**config.mk**
```make
export PLATFORM = sky130hd
export DESIGN_NAME = pc_unit
export DESIGN_NICKNAME = d
export VERILOG_FILES = /design/src/rtl/pc_unit.sv
export SDC_FILE = /design/constraint.sdc
export NUM_CORES = 1
export LEC_CHECK = 0
export ABC_AREA = 1
export BUFFER_PORTS_ARGS = -buffer_cell sky130_fd_sc_hd__clkbuf_2
export CAP_MARGIN = 20
export CORE_MARGIN = 2
export CORE_UTILIZATION = 47
export DETAILED_ROUTE_END_ITERATION = 8
export PLACE_DENSITY_LB_ADDON = 0.08
export SYNTH_ARGS = -nofsm -noshare
export SYNTH_HDL_FRONTEND = slang
export SYNTH_SLANG_ARGS = --single-unit
```
**constraint.sdc**
```tcl
create_clock -name clk -period 2.57 [get_ports clk]
set_clock_uncertainty 0.15 [all_clocks]
set_input_delay 0.3855 -clock clk [delete_from_list [all_inputs] [get_ports clk]]
set_output_delay 0.3855 -clock clk [all_outputs]
set_load 0.05 [all_outputs]
```
**src/rtl/pc_unit.sv**
```systemverilog
// rtl/pc_unit.sv - program counter with branch/jump/return and a hardware return-address stack
module pc_unit #(
  parameter int              WIDTH        = 16,
  parameter int              DISP_WIDTH   = 8,
  parameter int              STACK_DEPTH  = 8,
  parameter logic [WIDTH-1:0] RESET_VECTOR = '0
) (
  input  logic                         clk,
  input  logic                         reset,
  input  logic                         stall,
  input  logic [1:0]                   pc_sel,
  input  logic                         call,
  input  logic [WIDTH-1:0]             target,
  input  logic [DISP_WIDTH-1:0]        disp,
  input  logic                         clr_err,
  output logic [WIDTH-1:0]             pc,
  output logic [$clog2(STACK_DEPTH):0] depth,
  output logic                         overflow,
  output logic                         underflow
);

  localparam int AW = $clog2(STACK_DEPTH);
  localparam int DW = AW + 1;
  localparam logic [DW-1:0] FULL_DEPTH = DW'(STACK_DEPTH);

  localparam logic [1:0] SEL_INC  = 2'b00;
  localparam logic [1:0] SEL_JUMP = 2'b01;
  localparam logic [1:0] SEL_REL  = 2'b10;
  localparam logic [1:0] SEL_RET  = 2'b11;

  logic [WIDTH-1:0] stack_mem [STACK_DEPTH];

  logic [WIDTH-1:0] pc_inc;
  logic [WIDTH-1:0] disp_ext;
  logic [WIDTH-1:0] top_value;
  logic [AW-1:0]    wr_idx;
  logic [AW-1:0]    rd_idx;
  logic             full;
  logic             empty;
  logic             push_req;
  logic             pop_req;
  logic             do_push;
  logic             do_pop;
  logic [WIDTH-1:0] pc_next;
  logic [DW-1:0]    depth_next;

  assign pc_inc    = pc + WIDTH'(1);
  assign disp_ext  = WIDTH'($signed(disp));
  // When full, depth's low bits wrap to 0, so rd_idx still lands on the top entry.
  assign wr_idx    = depth[AW-1:0];
  assign rd_idx    = depth[AW-1:0] - AW'(1);
  assign top_value = stack_mem[rd_idx];
  assign full      = (depth == FULL_DEPTH);
  assign empty     = (depth == '0);

  // Only calls paired with a redirect push; returns pop. Stall suppresses both.
  assign push_req  = !stall && call && (pc_sel == SEL_JUMP || pc_sel == SEL_REL);
  assign pop_req   = !stall && (pc_sel == SEL_RET);
  assign do_push   = push_req && !full;
  assign do_pop    = pop_req && !empty;

  // Next-PC and next-depth selection
  always_comb begin
    pc_next    = pc;
    depth_next = depth;
    if (!stall) begin
      unique case (pc_sel)
        SEL_INC:  pc_next = pc_inc;
        SEL_JUMP: pc_next = target;
        SEL_REL:  pc_next = pc + disp_ext;
        SEL_RET:  pc_next = empty ? pc_inc : top_value;
        default:  pc_next = pc_inc;
      endcase
      if (do_push) depth_next = depth + DW'(1);
      if (do_pop)  depth_next = depth - DW'(1);
    end
  end

  // Stack storage needs no reset; depth alone defines which entries are valid
  always_ff @(posedge clk) begin
    if (do_push) stack_mem[wr_idx] <= pc_inc;
  end

  // Architectural state: PC, depth and sticky flags (new errors beat clr_err)
  always_ff @(posedge clk or posedge reset) begin
    if (reset) begin
      pc        <= RESET_VECTOR;
      depth     <= '0;
      overflow  <= 1'b0;
      underflow <= 1'b0;
    end else begin
      pc        <= pc_next;
      depth     <= depth_next;
      overflow  <= (overflow  && !clr_err) || (push_req && full);
      underflow <= (underflow && !clr_err) || (pop_req && empty);
    end
  end

endmodule

```
### After elaboration in Yosys (flattened, before gate mapping)

Memory sizes are Yosys's and may differ from the RTL's.
Cells that the tools add are included.

* eq/ne operators: 4
* add/sub/neg operators: 5
* reductions and logical operators: 20
* bitwise operators: 1
* multiplexer cells: 6

Operators by type and width (number)
* $pmux W16 S4: 1
* $add A16 B1 Y16 const B: 1
* $add A16 B16 Y16: 1
* $mux W16: 1
* $logic_and A1 B1 Y1: 9
* $mux W4: 2
* $add A4 B1 Y4 const B: 1
* $eq A2 B2 Y1 const B: 2
* $eq A4 B4 Y1 const B: 1
* $logic_not A1 Y1: 4
* $logic_not A4 Y1: 1
* $sub A4 B1 Y4 const B: 1
* $logic_or A1 B1 Y1: 3
* $sub A3 B1 Y3 const B: 1
* $eq A2 B1 Y1 const B: 1
* $logic_not A2 Y1: 1
* $mux W1: 2
* $reduce_and A2 Y1: 1
* $reduce_bool A2 Y1: 1
* $not A1 Y1: 1

* memories: 1
* bits in writable memories: 128
* logic and storage cells: 41
* flip-flop bits (word level): 22

Memory list
* stack_mem: depth 8, bits a word 16, read ports 1, clocked after Yosys merged registers in 0, write ports 1, RTL line 31 `logic [WIDTH-1:0] stack_mem [STACK_DEPTH];`

### Depth between registers and ports, before layout

Gate-level depths: netlist of the first run.

* word-level depth: 6
* gate-level depth with buffers: 17

### Worst setup path before layout of the first run

OpenSTA, ideal clock, no wires.

* kind: register to register
* start point: reg depth[0]
* end point: mem stack_mem[0][0] (enable)
* data arrival time: 2646 ps
* setup slack: -615 ps
* library setup time: 388 ps
* period minus slack after synthesis: 3185 ps
* cell stages (with the launch flop): 11
* buffers on the path: 3
* cell sequence: dfrtp_1 > buf_2 > inv_1 > buf_2 > buf_2 > ha_1 > nand2_4 > nor2_1 > nor2_1 > nand2_1 > nor2_1

* word-level cells in the longest chain between the ends: 5

RTL lines
* from (decl): RTL line 17 `output logic [$clog2(STACK_DEPTH):0] depth,`
* from (signal assigned): RTL line 93 `depth <= depth_next;`
* $eq A4 B4 Y1: RTL line 53 `assign full = (depth == FULL_DEPTH);`
* $logic_not A1 Y1: RTL line 59 `assign do_push = push_req && !full;`
* $logic_and A1 B1 Y1: RTL line 59
* $mux W1: RTL line 81 `if (do_push) stack_mem[wr_idx] <= pc_inc;`
* $mux W1 (not written as such): RTL line 81
* to (decl): RTL line 31

Several ways; a longest one is shown, not always the timed one.

### Worst setup path in the final report of the first run

* start point: reg pc[1]
* end point: reg pc[14]

* word-level cells in the longest chain between the ends: 3

RTL lines
* from (decl): RTL line 16 `output logic [WIDTH-1:0] pc,`
* from (signal assigned): RTL line 92 `pc <= pc_next;`
* $add A16 B1 Y16 (*): RTL line 47 `assign pc_inc = pc + WIDTH'(1);`
* net pc_inc[14]: RTL line 33 `logic [WIDTH-1:0] pc_inc;`
* $mux W16: RTL line 71 `SEL_RET: pc_next = empty ? pc_inc : top_value;`
* $pmux W16 S4 (*): RTL line 67 `unique case (pc_sel)`

Mark *: on every way through the listed nets, which the timed path passes. The rest lies on a longest branch.
A chain may end at the register's enable or synchronous reset.

==> results of run 1 <==
-- through the flow --
stage / TNS (ps) / instances / hold slack, ps
floorplan: -920 / 897 / 225
global placement: 0 / 1171 / 278
detailed placement: 0 / 1171 / 289
CTS: 0 / 1205 / 130
global route: 0 / 1205 / 152
finish: 0 / 1205 / 141
-- what timing repair did --
item,4_1_cts,5_1_grt
setup endpoints to repair,0,0
hold buffers,2,0
hold endpoints to repair,23,0
-- worst min-delay path: cells and delay by family --
| kind | cells | cell delay [ps] |
|---|---|---|
| AO/OA/AOI/OAI | 1 | 50 |
| buffers and inverters | 1 | 80 |
| AND/OR/NAND/NOR | 3 | 170 |
-- synthesized netlist by cell type (3+ instances only) --
cell type	count	share of area
xor2_1	7	0.0077
dfrtp_1	22	0.069
nor3_1	3	0.0019
o21ai_0	38	0.024
nand3_1	134	0.084
xnor2_1	3	0.0033
o22ai_1	10	0.0078
nand3b_1	6	0.0056
ha_1	23	0.036
buf_6	3	0.0042
nand4_1	4	0.0031
buf_2	14	0.0088
inv_1	85	0.040
edfxtp_1	128	0.48
nor2_1	57	0.027
or2_2	6	0.0047
clkbuf_1	17	0.0080
a21oi_1	29	0.018
and2_1	3	0.0024
nand2_1	281	0.13
-- report_power, final --
| part | switching [uW] | total, uW | internal, uW |
|---|---|---|---|
| clock network | 966 | 2490 | 1520 |
| registers | 208 | 3280 | 3070 |
| logic | 3650 | 5250 | 1600 |
| total | 4830 | 11000 | 6190 |
-- path summary, 6_finish.rpt --
path,endpoint,cells after the start
min in group asynchronous,underflow,4
setup / recovery,pc[14],10
hold / removal,pc[11],5
setup reg to reg,pc[14],10
hold reg to reg,underflow,2
max in group asynchronous,depth[0],4
-- area by class of cell --
type / count / area [um2] / area share
Sequential cell: 150 / 4400 / 0.472
Multi-Input combinational cell: 623 / 3130 / 0.336
Timing Repair Buffer: 92 / 603 / 0.0647
Clock buffer: 19 / 433 / 0.0464
Inverter: 88 / 330 / 0.0354
Tap cell: 220 / 275 / 0.0295
Clock inverter: 13 / 156 / 0.0168
-- logic make-up (layout without fill, tap and decap cells) --
family | count (synthesis) | after routing
compound gates | 86 | 86
xor+xnor | 12 | 12
buf+inv | 124 | 212
flops | 150 | 150
simple gates | 500 | 500
fa+ha+maj | 25 | 25
-- state kept, by name, indices dropped and copies added (netlist names) --
register   count
underflow      1
overflow       1
depth          4
pc            16
stack_mem    128
-- per-layer routing --
layer	part of all wire	up-vias
li1	-	3164
met1	0.45	3185
met2	0.47	231
met3	0.056	25
met4	0.022	0
met5	0	-
==> PnR_summary.wiki, run 1 <==
{| class="wikitable"
! Metric !! Value
|-
| Count of H-tree levels built during CTS || 4
|-
| Synthesis-to-finish area growth || 16.8%
|-
| Fill cells || 1535
|-
| Post-route cell area || 0.00932 mm2
|-
| Worst Setup Start Kind || register
|-
| Design Power || 11000 uW
|-
| Total grt overflow || 0
|-
| Crit-path cells || ha_1 -> nand2_1 -> nor3_2 -> nand3_1 -> nand2_1 -> nand2_1 -> o21ai_0 -> inv_1 -> nand2_1 -> nand2_1
|-
| Setup slack after layout || 222 ps
|-
| Largest net degree at the start of global routing || 70
|-
| Nets || 1028
|-
| Number of storage elements in the synthesis netlist || 150
|-
| Clock slew at the register clock pins of the worst setup and hold paths || 70 ps
|-
| Share of the synthesized area in compound gates (AO/OA/AOI/OAI) || 0.0594
|-
| Slowest CP cell || dfrtp_1
|-
| Iteration-0 DRC Markers || 571
|-
| Slowest Stage Delay on Critical Path || 480 ps
|-
| XOR/XNOR share of the synthesized area || 0.0150
|-
| Global-route wire length before repair || 35100 um
|-
| Number of port buffers || 52
|-
| Final Hold Violating Endpoints || 0
|-
| Kind of cell adding the most delay to the critical path || simple AND/OR/NAND/NOR gates
|-
| Hold WC Path Type || in2reg
|-
| GR Util All Layers || 0.259
|-
| DRC violation count after routing || 0
|-
| Area fraction in and, or, nand and nor cells after synthesis || 0.270
|-
| Placed cell area || 0.00871 mm2
|-
| Area of the core region || 0.0166 mm2
|-
| Max Clock Freq || 426 MHz
|-
| Pre-CTS setup slack || 219 ps
|-
| Power density normalized to cell area || 1180 mW/mm2
|-
| Met1 Usage GRT || 0.368
|-
| Layer with the highest usage || met2
|-
| Half-perimeter wire length after detailed placement || 15600 um
|-
| Largest fanout on the critical path || 9
|-
| Critical path arrival || 2510 ps
|-
| Post-DRT Antenna Nets || 0
|-
| Distinct cell type count after synthesis || 38
|-
| Detailed-routing iteration count for the pre-antenna-repair pass || 5
|-
| Met2 track utilization from global routing || 0.405
|-
| Combinational family with the most area after synthesis || simple AND/OR/NAND/NOR gates
|-
| Relative max-transition margin || 0.363
|-
| Detailed-route wire length || 22400 um
|-
| Total via count after detailed routing || 6605
|-
| Number of synthesized flops with an enable pin || 128
|-
| Chip width || 134 um
|-
| Clk root buf || clkbuf_16
|-
| Final design utilization || 0.562
|-
| Clock tree from TritonCTS || built
|-
| Ys flop type || edfxtp_1
|-
| Number of buffer and inverter stages on the critical path || 1
|-
| Antenna violations before repair || 0
|-
| Final-report setup violation count || 0
|-
| I/O pin count || 53
|-
| TritonCTS Buffers || 17
|-
| Clock insertion delay at the later pin of the skew report || 420 ps
|-
| Starting density of the core || 0.481
|-
| Portion of netlist area occupied by mux cells || 0
|-
| Crit-path most repeated cell || nand2_1
|-
| Share of the cycle needed by the critical path after routing || 0.914
|-
| Number of maximum-capacitance constraint violations || 0
|-
| Max-slew violation total from the final report || 0
|-
| Unrepaired setup endpoints after global routing || no
|-
| Wire length per cell || 18.6 um
|-
| Placer's final routability congestion estimate || 0.910
|-
| Post-CTS setup repair buffer count || 0
|-
| Startpoint of the tightest hold check path || target[11]
|-
| Diode count || 0
|-
| Worst r2r src || pc[1]
|-
| Transition at the pin with the smallest max-transition slack || 951 ps
|-
| Total number of yosys warnings || 0
|-
| Vias in the first global route || 6223
|-
| Synthesized netlist net count || 953
|-
| Worst setup slack for register-to-register paths || 220 ps
|-
| Time the final worst path needs with I/O delays and setup || 2350 ps
|-
| Share of cells above drive strength 1 || 0.153
|-
| Share of flip-flops with an asynchronous set or reset after synthesis || 0.147
|-
| TritonCTS Sinks || 150
|-
| Clock buffer depth || 2
|-
| Detail-routed via count per cell || 5.48
|-
| Crit Path Class || reg2reg
|-
| Mapped Cells || 897
|-
| Most frequent standard cell in the layout excluding fill and tap cells || nand2_1
|-
| Status || finished, final reports clean
|-
| IR Drop Worst-Case VDD || 893 uV
|-
| Leading cell types in the layout, fill and taps excluded || nand2_1, nand3_1, edfxtp_1, inv_1, clkbuf_2
|-
| Leak pwr || 0.00407 uW
|-
| Data required time at the worst endpoint || 2730 ps
|-
| Std cell rows || 47
|-
| Post-Synthesis Mean Instance Area || 8.90 um2
|-
| Resized Gates After CTS || 0
|-
| Area of the mapped netlist || 0.00798 mm2
|-
| Part of the Yosys area used for sequential elements || 0.550
|-
| Endpoint type of the worst setup path || register
|-
| Global Route met3 Usage || 0.0438
|-
| Worst setup path start || pc[1]
|-
| Die height || 134 um
|-
| Area share of fa/ha/maj cells after synthesis || 0.0411
|-
| Overall die area || 0.0180 mm2
|}
No activity file was read; power rests on OpenSTA's default activity.
==> inputs of run 2 (changes only) <==
Settings changed: PLACE_DENSITY set to 0.67, PLACE_DENSITY_LB_ADDON 0.08 to not set.
==> run 2 against run 1 <==
Clock power fell by 13%. Final cell count shrank 1.5%. Design area is 1.0% lower. Flip-flop and latch count stayed put. Core utilization shrank 0.58 points. Routed wire length down 8.9%. Via count is 3.7% lower. Sequential power is essentially flat. Setup slack improved by 33 ps. Combinational power is 2% lower. Global-route usage is 2.5 points lower. Sequential share of layout area grew 0.49 points. Critical endpoint is now pc[6]. Largest cell class unchanged. Largest power group unchanged. Highest routed layer unchanged.
==> PnR_summary.wiki, run 2 (same netlist as run 1, synthesis figures left out) <==
{| class="wikitable"
! Metric !! Value
|-
| Cts-stage hold buffer count || 1 (-1)
|-
| Slowest CP cell || dfrtp_1
|-
| Clock buffer depth || 2 (unchanged)
|-
| Fill cells || 1488 (-3.1%)
|-
| Hold WC Path Type || in2reg
|-
| Placed cell area || 0.00871 mm2 (about the same)
|-
| Power density normalized to cell area || 1150 mW/mm2 (-2.9%)
|-
| Number of buffer and inverter stages on the critical path || 3 (+2)
|-
| Total grt overflow || 0 (unchanged)
|-
| Chip width || 134 um (unchanged)
|-
| Crit-path cells || inv_1 -> ha_4 -> nand2_4 -> nor2_4 -> buf_4 -> nand2_1 -> nand2_1 -> inv_1 -> o21ai_0 -> a21oi_1 -> nor2_1
|-
| Antenna violations before repair || 0 (unchanged)
|-
| Detailed-route wire length || 20400 um (-8.9%)
|-
| Clock slew at the register clock pins of the worst setup and hold paths || 60 ps (about the same)
|-
| Final worst hold slack || 31.7 ps (-110 ps)
|-
| Largest fanout on the critical path || 10 (+1)
|-
| Status || finished, final reports clean
|-
| Worst setup slack for register-to-register paths || 260 ps (+30 ps)
|-
| Leak pwr || 0.00399 uW (-2.1%)
|-
| Levels on crit path || 11 (+1)
|-
| Placer's final routability congestion estimate || 0.908 (-0.27%)
|-
| TritonCTS Sinks || 150 (unchanged)
|-
| Largest registers || stack_mem: 128 flops, pc: 16 flops, depth: 4 flops
|-
| Time the final worst path needs with I/O delays and setup || 2310 ps (-32.9 ps)
|-
| Unrepaired setup endpoints after global routing || no
|-
| Count of H-tree levels built during CTS || 4 (unchanged)
|-
| Clock insertion delay at the later pin of the skew report || 420 ps (about the same)
|-
| Nets || 1014 (-1.4%)
|-
| Crit Path Class || reg2reg
|-
| Clk root buf || clkbuf_16
|-
| Total via count after detailed routing || 6363 (-3.7%)
|-
| Final design utilization || 0.556 (-0.00581)
|-
| Starting density of the core || 0.481 (unchanged)
|-
| Number of maximum-capacitance constraint violations || 0 (unchanged)
|-
| Flip-flop count of the largest register after layout || 128 (unchanged)
|-
| Leading cell types in the layout, fill and taps excluded || nand2_1, nand3_1, edfxtp_1, inv_1, clkbuf_2
|-
| Wire length per cell || 17.2 um (-7.5%)
|-
| Max Clock Freq || 432 MHz (+1.4%)
|-
| Number of port buffers || 52 (unchanged)
|-
| Endpoint type of the worst setup path || register
|-
| Largest net degree at the start of global routing || 70 (unchanged)
|-
| Detailed-routing iteration count for the pre-antenna-repair pass || 5 (unchanged)
|-
| Relative max-transition margin || 0.452 (+0.0891)
|-
| Global-route wire length before repair || 31700 um (-9.9%)
|-
| Share of cells above drive strength 1 || 0.137 (-0.0168)
|-
| Vias in the first global route || 5858 (-5.9%)
|-
| IR Drop Worst-Case VDD || 1290 uV (+45%)
|-
| R2r worst-path depth || 11 (+1)
|-
| Final-report setup violation count || 0 (unchanged)
|-
| Die height || 134 um (unchanged)
|-
| Post-route cell area || 0.00923 mm2 (-1.0%)
|-
| DRC violation count after routing || 0 (unchanged)
|-
| Most frequent standard cell in the layout excluding fill and tap cells || nand2_1
|-
| Iteration-0 DRC Markers || 705 (+23%)
|-
| Critical path destination || pc[6]
|-
| Worst Setup Start Kind || register
|-
| Overall die area || 0.0180 mm2 (unchanged)
|-
| Half-perimeter wire length after detailed placement || 13500 um (-14%)
|-
| Clock tree from TritonCTS || built
|-
| Post-CTS setup repair buffer count || 0 (unchanged)
|-
| Worst setup path start || depth[1]
|-
| Resized Gates After CTS || 0 (unchanged)
|-
| Diode count || 0 (unchanged)
|-
| GR Util All Layers || 0.234 (-0.0248)
|-
| Slowest Stage Delay on Critical Path || 430 ps (-50 ps)
|-
| Detail-routed via count per cell || 5.36 (-2.2%)
|-
| Critical path arrival || 2520 ps (about the same)
|-
| Kind of cell adding the most delay to the critical path || simple AND/OR/NAND/NOR gates
|-
| Area of the core region || 0.0166 mm2 (unchanged)
|-
| TritonCTS Buffers || 17 (unchanged)
|-
| Std cell rows || 47 (unchanged)
|-
| Share of the cycle needed by the critical path after routing || 0.901 (-0.0128)
|-
| Final Hold Violating Endpoints || 0 (unchanged)
|-
| I/O pin count || 53 (unchanged)
|-
| Worst r2r src || depth[1]
|-
| Data required time at the worst endpoint || 2770 ps (+40 ps)
|-
| Worst reg2reg endpoint || pc[6]
|-
| Post-DRT Antenna Nets || 0 (unchanged)
|-
| Synthesis-to-finish area growth || 15.6%
|-
| Transition at the pin with the smallest max-transition slack || 822 ps (-129 ps)
|-
| Max-slew violation total from the final report || 0 (unchanged)
|-
| Largest register by flop count || stack_mem
|}
==> run 2: cell count changes in the layout (fill, tap and decap cells not counted) <==
cell           previous run  this run
clkbuf_1                  2         4
clkinv_2                  2         3
buf_12                    3        11
bufinv_16                 3         1
clkinvlp_4                3         1
clkinv_4                  2         0
dlygate4sd3_1             2         1
inv_6                     1         0
buf_4                    35        14
==> run 2: through the flow <==
step | cells | setup TNS (ps) | setup WS, ps | total power [uW]
2_1_floorplan | 897 | -920 | -7.19 | 6860
3_3_place_gp | 1158 | 0 | 299 | 8410
3_5_place_dp | 1158 | 0 | 257 | 8440
4_1_cts | 1187 | 0 | 237 | 10600
5_1_grt | 1187 | 0 | 32.0 | 11300
6_report | 1187 | 0 | 255 | 10600
==> run 2: final cells by class <==
type | instances | area, um2 | share of cell area
inverters | 88 | 330 | 0.0358
flip-flops and latches | 150 | 4400 | 0.476
multi-input cells | 623 | 3130 | 0.339
clock inverters | 7 | 60.1 | 0.00651
clock buffers | 21 | 440 | 0.0477
well taps | 220 | 275 | 0.0298
repair buffers | 78 | 596 | 0.0646
==> run 2: worst min path at each step <==
stage | from | end | slack (ps) | depth (start not counted)
CTS | clr_err | underflow | 30 | 2
global route | clr_err | overflow | 40 | 2
detailed placement | reset | underflow | 280 | 3
finish | clr_err | overflow | 30 | 2
floorplan | reset | depth[1] | 220 | 1
global placement | reset | pc[13] | 280 | 3
==> run 2: where the power goes <==
group | switching [uW] | leakage, uW | internal (uW) | total, uW
logic | 3550 | 0.00232 | 1590 | 5130
clock network | 879 | 0.000243 | 1290 | 2170
registers | 212 | 0.00143 | 3070 | 3280
total | 4640 | 0.00399 | 5950 | 10600
==> run 2: routing by layer <==
metal | vias to the layer above | global-route usage | share of wire
li1 | 3130 | - | -
met1 | 2960 | 0.331 | 0.45
met2 | 250 | 0.365 | 0.46
met3 | 23 | 0.0525 | 0.070
met4 | 0 | 0.0667 | 0.016
met5 | - | 0 | 0
==> inputs of run 3 (changes only) <==
Settings changed: ABC_AREA 1 to not set.
==> run 3 against run 2 <==
Fmax down 7.6%. Core utilization up 4.4 points. Setup slack worse by 190 ps. Largest cell class unchanged.
==> PnR_summary.wiki, run 3 <==
{| class="wikitable"
! Metric !! Value
|-
| Part of the Yosys area used for sequential elements || 0.585 (+0.0347)
|-
| Final Hold Violating Endpoints || 0 (unchanged)
|-
| Endpoint type of the worst setup path || register
|-
| TritonCTS Sinks || 150 (unchanged)
|-
| Synthesized netlist net count || 592 (-38%)
|-
| Share of flip-flops with an asynchronous set or reset after synthesis || 0.147 (unchanged)
|-
| Post-Synthesis Mean Instance Area || 14.0 um2 (+57%)
|-
| Diode count || 0 (unchanged)
|-
| GR Util All Layers || 0.238 (+0.00342)
|-
| Number of storage elements in the synthesis netlist || 150 (unchanged)
|-
| Area of the mapped netlist || 0.00751 mm2 (-5.9%)
|-
| Overall die area || 0.0170 mm2 (-5.8%)
|-
| Chip width || 130 um (-2.9%)
|-
| Top-count cell post-synth || edfxtp_1
|-
| Cell depth of the worst min-delay path || 3 (+1)
|-
| Most frequent standard cell in the layout excluding fill and tap cells || edfxtp_1
|-
| Number of maximum-capacitance constraint violations || 0 (unchanged)
|-
| Number of port buffers || 52 (unchanged)
|-
| Final-report setup violation count || 0 (unchanged)
|-
| Detail-routed via count per cell || 5.83 (+8.7%)
|-
| Time the final worst path needs with I/O delays and setup || 2500 ps (+189 ps)
|-
| Clock tree from TritonCTS || built
|-
| Detailed-route wire length || 19200 um (-6.3%)
|-
| Mapped Cells || 536 (-40%)
|-
| Relative max-transition margin || 0.510 (+0.0576)
|-
| Wire length per cell || 21.5 um (+25%)
|-
| R2r worst-path depth || 8 (-3)
|-
| Area of the core region || 0.0158 mm2 (-4.9%)
|-
| Clock buffer depth || 2 (unchanged)
|-
| Leading cell types by total area after synthesis || edfxtp_1, mux4_2, dfrtp_1
|-
| Hold WC Path Type || in2reg
|-
| I/O pin count || 53 (unchanged)
|-
| Share of the cycle needed by the critical path after routing || 0.974 (+0.0736)
|-
| Antenna violations before repair || 0 (unchanged)
|-
| Detailed-routing iteration count for the pre-antenna-repair pass || 5 (unchanged)
|-
| Hold Path Sink || overflow
|-
| TNS Setup || 0 ps (unchanged)
|-
| Startpoint of the tightest hold check path || call
|-
| Starting density of the core || 0.476 (-0.00517)
|-
| Final worst hold slack || 73.0 ps (+41.3 ps)
|-
| Std cell rows || 46 (-2.1%)
|-
| Clock slew at the register clock pins of the worst setup and hold paths || 60 ps (about the same)
|-
| Post-DRT Antenna Nets || 0 (unchanged)
|-
| Max-slew violation total from the final report || 0 (unchanged)
|-
| Worst r2r src || depth[0]
|-
| Worst Setup Start Kind || register
|-
| Transition at the pin with the smallest max-transition slack || 730 ps (-91.7 ps)
|-
| Largest net degree at the start of global routing || 29 (-59%)
|-
| Distinct cell type count after synthesis || 68 (+79%)
|-
| Nets || 719 (-29%)
|-
| Crit Path Class || reg2reg
|-
| Yosys top cell area share || 0.512 (+0.0303)
|-
| Worst reg2reg endpoint || pc[15]
|-
| Synthesis-to-finish area growth || 26.0%
|-
| Iteration-0 DRC Markers || 485 (-31%)
|-
| Data required time at the worst endpoint || 2730 ps (-40 ps)
|-
| Synth top cells by count || edfxtp_1, a21oi_1, nand2_1
|-
| Dominant cell type by area after synthesis || edfxtp_1
|-
| Design Power || 11600 uW (+9.7%)
|-
| Power density normalized to cell area || 1230 mW/mm2 (+6.9%)
|-
| Largest registers || stack_mem: 128 flops, pc: 16 flops, depth: 4 flops
|-
| Placer's final routability congestion estimate || 0.897 (-1.1%)
|-
| Die height || 130 um (-2.9%)
|-
| Number of synthesized flops with an enable pin || 128 (unchanged)
|-
| Worst setup slack for register-to-register paths || 70 ps (-190 ps)
|-
| Critical path arrival || 2660 ps (+140 ps)
|-
| Total grt overflow || 0 (unchanged)
|-
| Ys flop type || edfxtp_1
|-
| Fill cells || 1223 (-18%)
|-
| Clk root buf || clkbuf_16
|-
| IR Drop Worst-Case VDD || 640 uV (-50%)
|-
| Vias in the first global route || 5289 (-9.7%)
|-
| Max Clock Freq || 399 MHz (-7.6%)
|-
| Largest register by flop count || stack_mem
|-
| Share of cells above drive strength 1 || 0.348 (+0.212)
|-
| Total via count after detailed routing || 5192 (-18%)
|-
| Total number of yosys warnings || 0 (unchanged)
|-
| Status || finished, final reports clean
|-
| Half-perimeter wire length after detailed placement || 13700 um (+1.1%)
|-
| Clock insertion delay at the later pin of the skew report || 420 ps (about the same)
|-
| TritonCTS Buffers || 17 (unchanged)
|-
| Leading cell types in the layout, fill and taps excluded || edfxtp_1, buf_4, clkbuf_2, nand2_1, a21oi_1
|-
| Flip-flop count of the largest register after layout || 128 (unchanged)
|-
| Count of H-tree levels built during CTS || 4 (unchanged)
|-
| Leak pwr || 0.00351 uW (-12%)
|-
| DRC violation count after routing || 0 (unchanged)
|-
| Largest fanout on the critical path || 7 (-3)
|-
| Global-route wire length before repair || 29500 um (-6.8%)
|}
run 3: cell types whose count changed after synthesis, moves of 25 or more:
cell and delta:
nor2_1 -25, mux4_2 +32, nand2_1 -246, nand3_1 -126, inv_1 -65, o21ai_0 -27
run 3: how the worst max path moves through the flow:
stage	from	to	cells after the start
after CTS	depth[0]	pc[15]	8
final	depth[0]	pc[15]	8
after global routing	depth[0]	pc[7]	7
after floorplan	depth[0]	pc[2]	11
after detailed placement	disp[0]	pc[12]	9
after global placement	disp[0]	pc[12]	9
run 3: area by class of cell:
cell class	instances	area [um2]	area share
clock buffers	18	429	0.0454
clock inverters	13	204	0.0216
inverters	20	78.8	0.00833
multi-input cells	341	3090	0.326
flip-flops and latches	150	4400	0.465
well taps	216	270	0.0286
repair buffers	133	995	0.105
run 3: kinds of logic after synthesis:
group,Yosys count,synth area share
buf+inv,45,0.0262
xor+xnor,27,0.0325
compound gates,118,0.104
fa+ha+maj,25,0.0437
flops,150,0.585
mux,54,0.126
simple gates,117,0.0823
run 3: critical path, cell delays in order, from the launching register on:
cell and delay (ps):
dfrtp_2 420, clkinvlp_4 130, ha_4 350, mux4_2 330
mux2i_2 180, o21ai_1 100, a21o_1 170, or3_1 310
o221a_1 250
run 3: through the flow:
step / area (um2) / worst slack [ps] / util / instances
finish: 9460 / 66.2 / 0.600 / 891
global route: 9460 / -7.67 / 0.600 / 891
CTS: 9360 / 31.8 / 0.594 / 888
detailed placement: 8710 / -39.2 / 0.552 / 855
global placement: 8710 / -31.5 / 0.552 / 855
floorplan: 7660 / -392 / - / 536
run 3: layer usage:
metal | vias to the layer above | global-route usage | wire length (um)
li1 | 2372 | - | -
met1 | 2583 | 0.296 | 7660
met2 | 192 | 0.411 | 9940
met3 | 45 | 0.0371 | 915
met4 | 0 | 0.110 | 648
met5 | - | 0 | 0
run 3: timing repair:
item                                   4_1_cts  5_1_grt
setup endpoints to repair                    0        7
hold buffers                                 2        0
endpoints found under the hold margin        6        0
gates resized for setup                      0       13
setup buffers                                0        2
run 3: where the power goes:
| part | leakage (uW) | total [uW] | switching, uW | internal, uW |
|---|---|---|---|---|
| clock network | 0.000302 | 2660 | 947 | 1710 |
| registers | 0.00142 | 3360 | 179 | 3180 |
| logic | 0.00179 | 5590 | 3220 | 2370 |
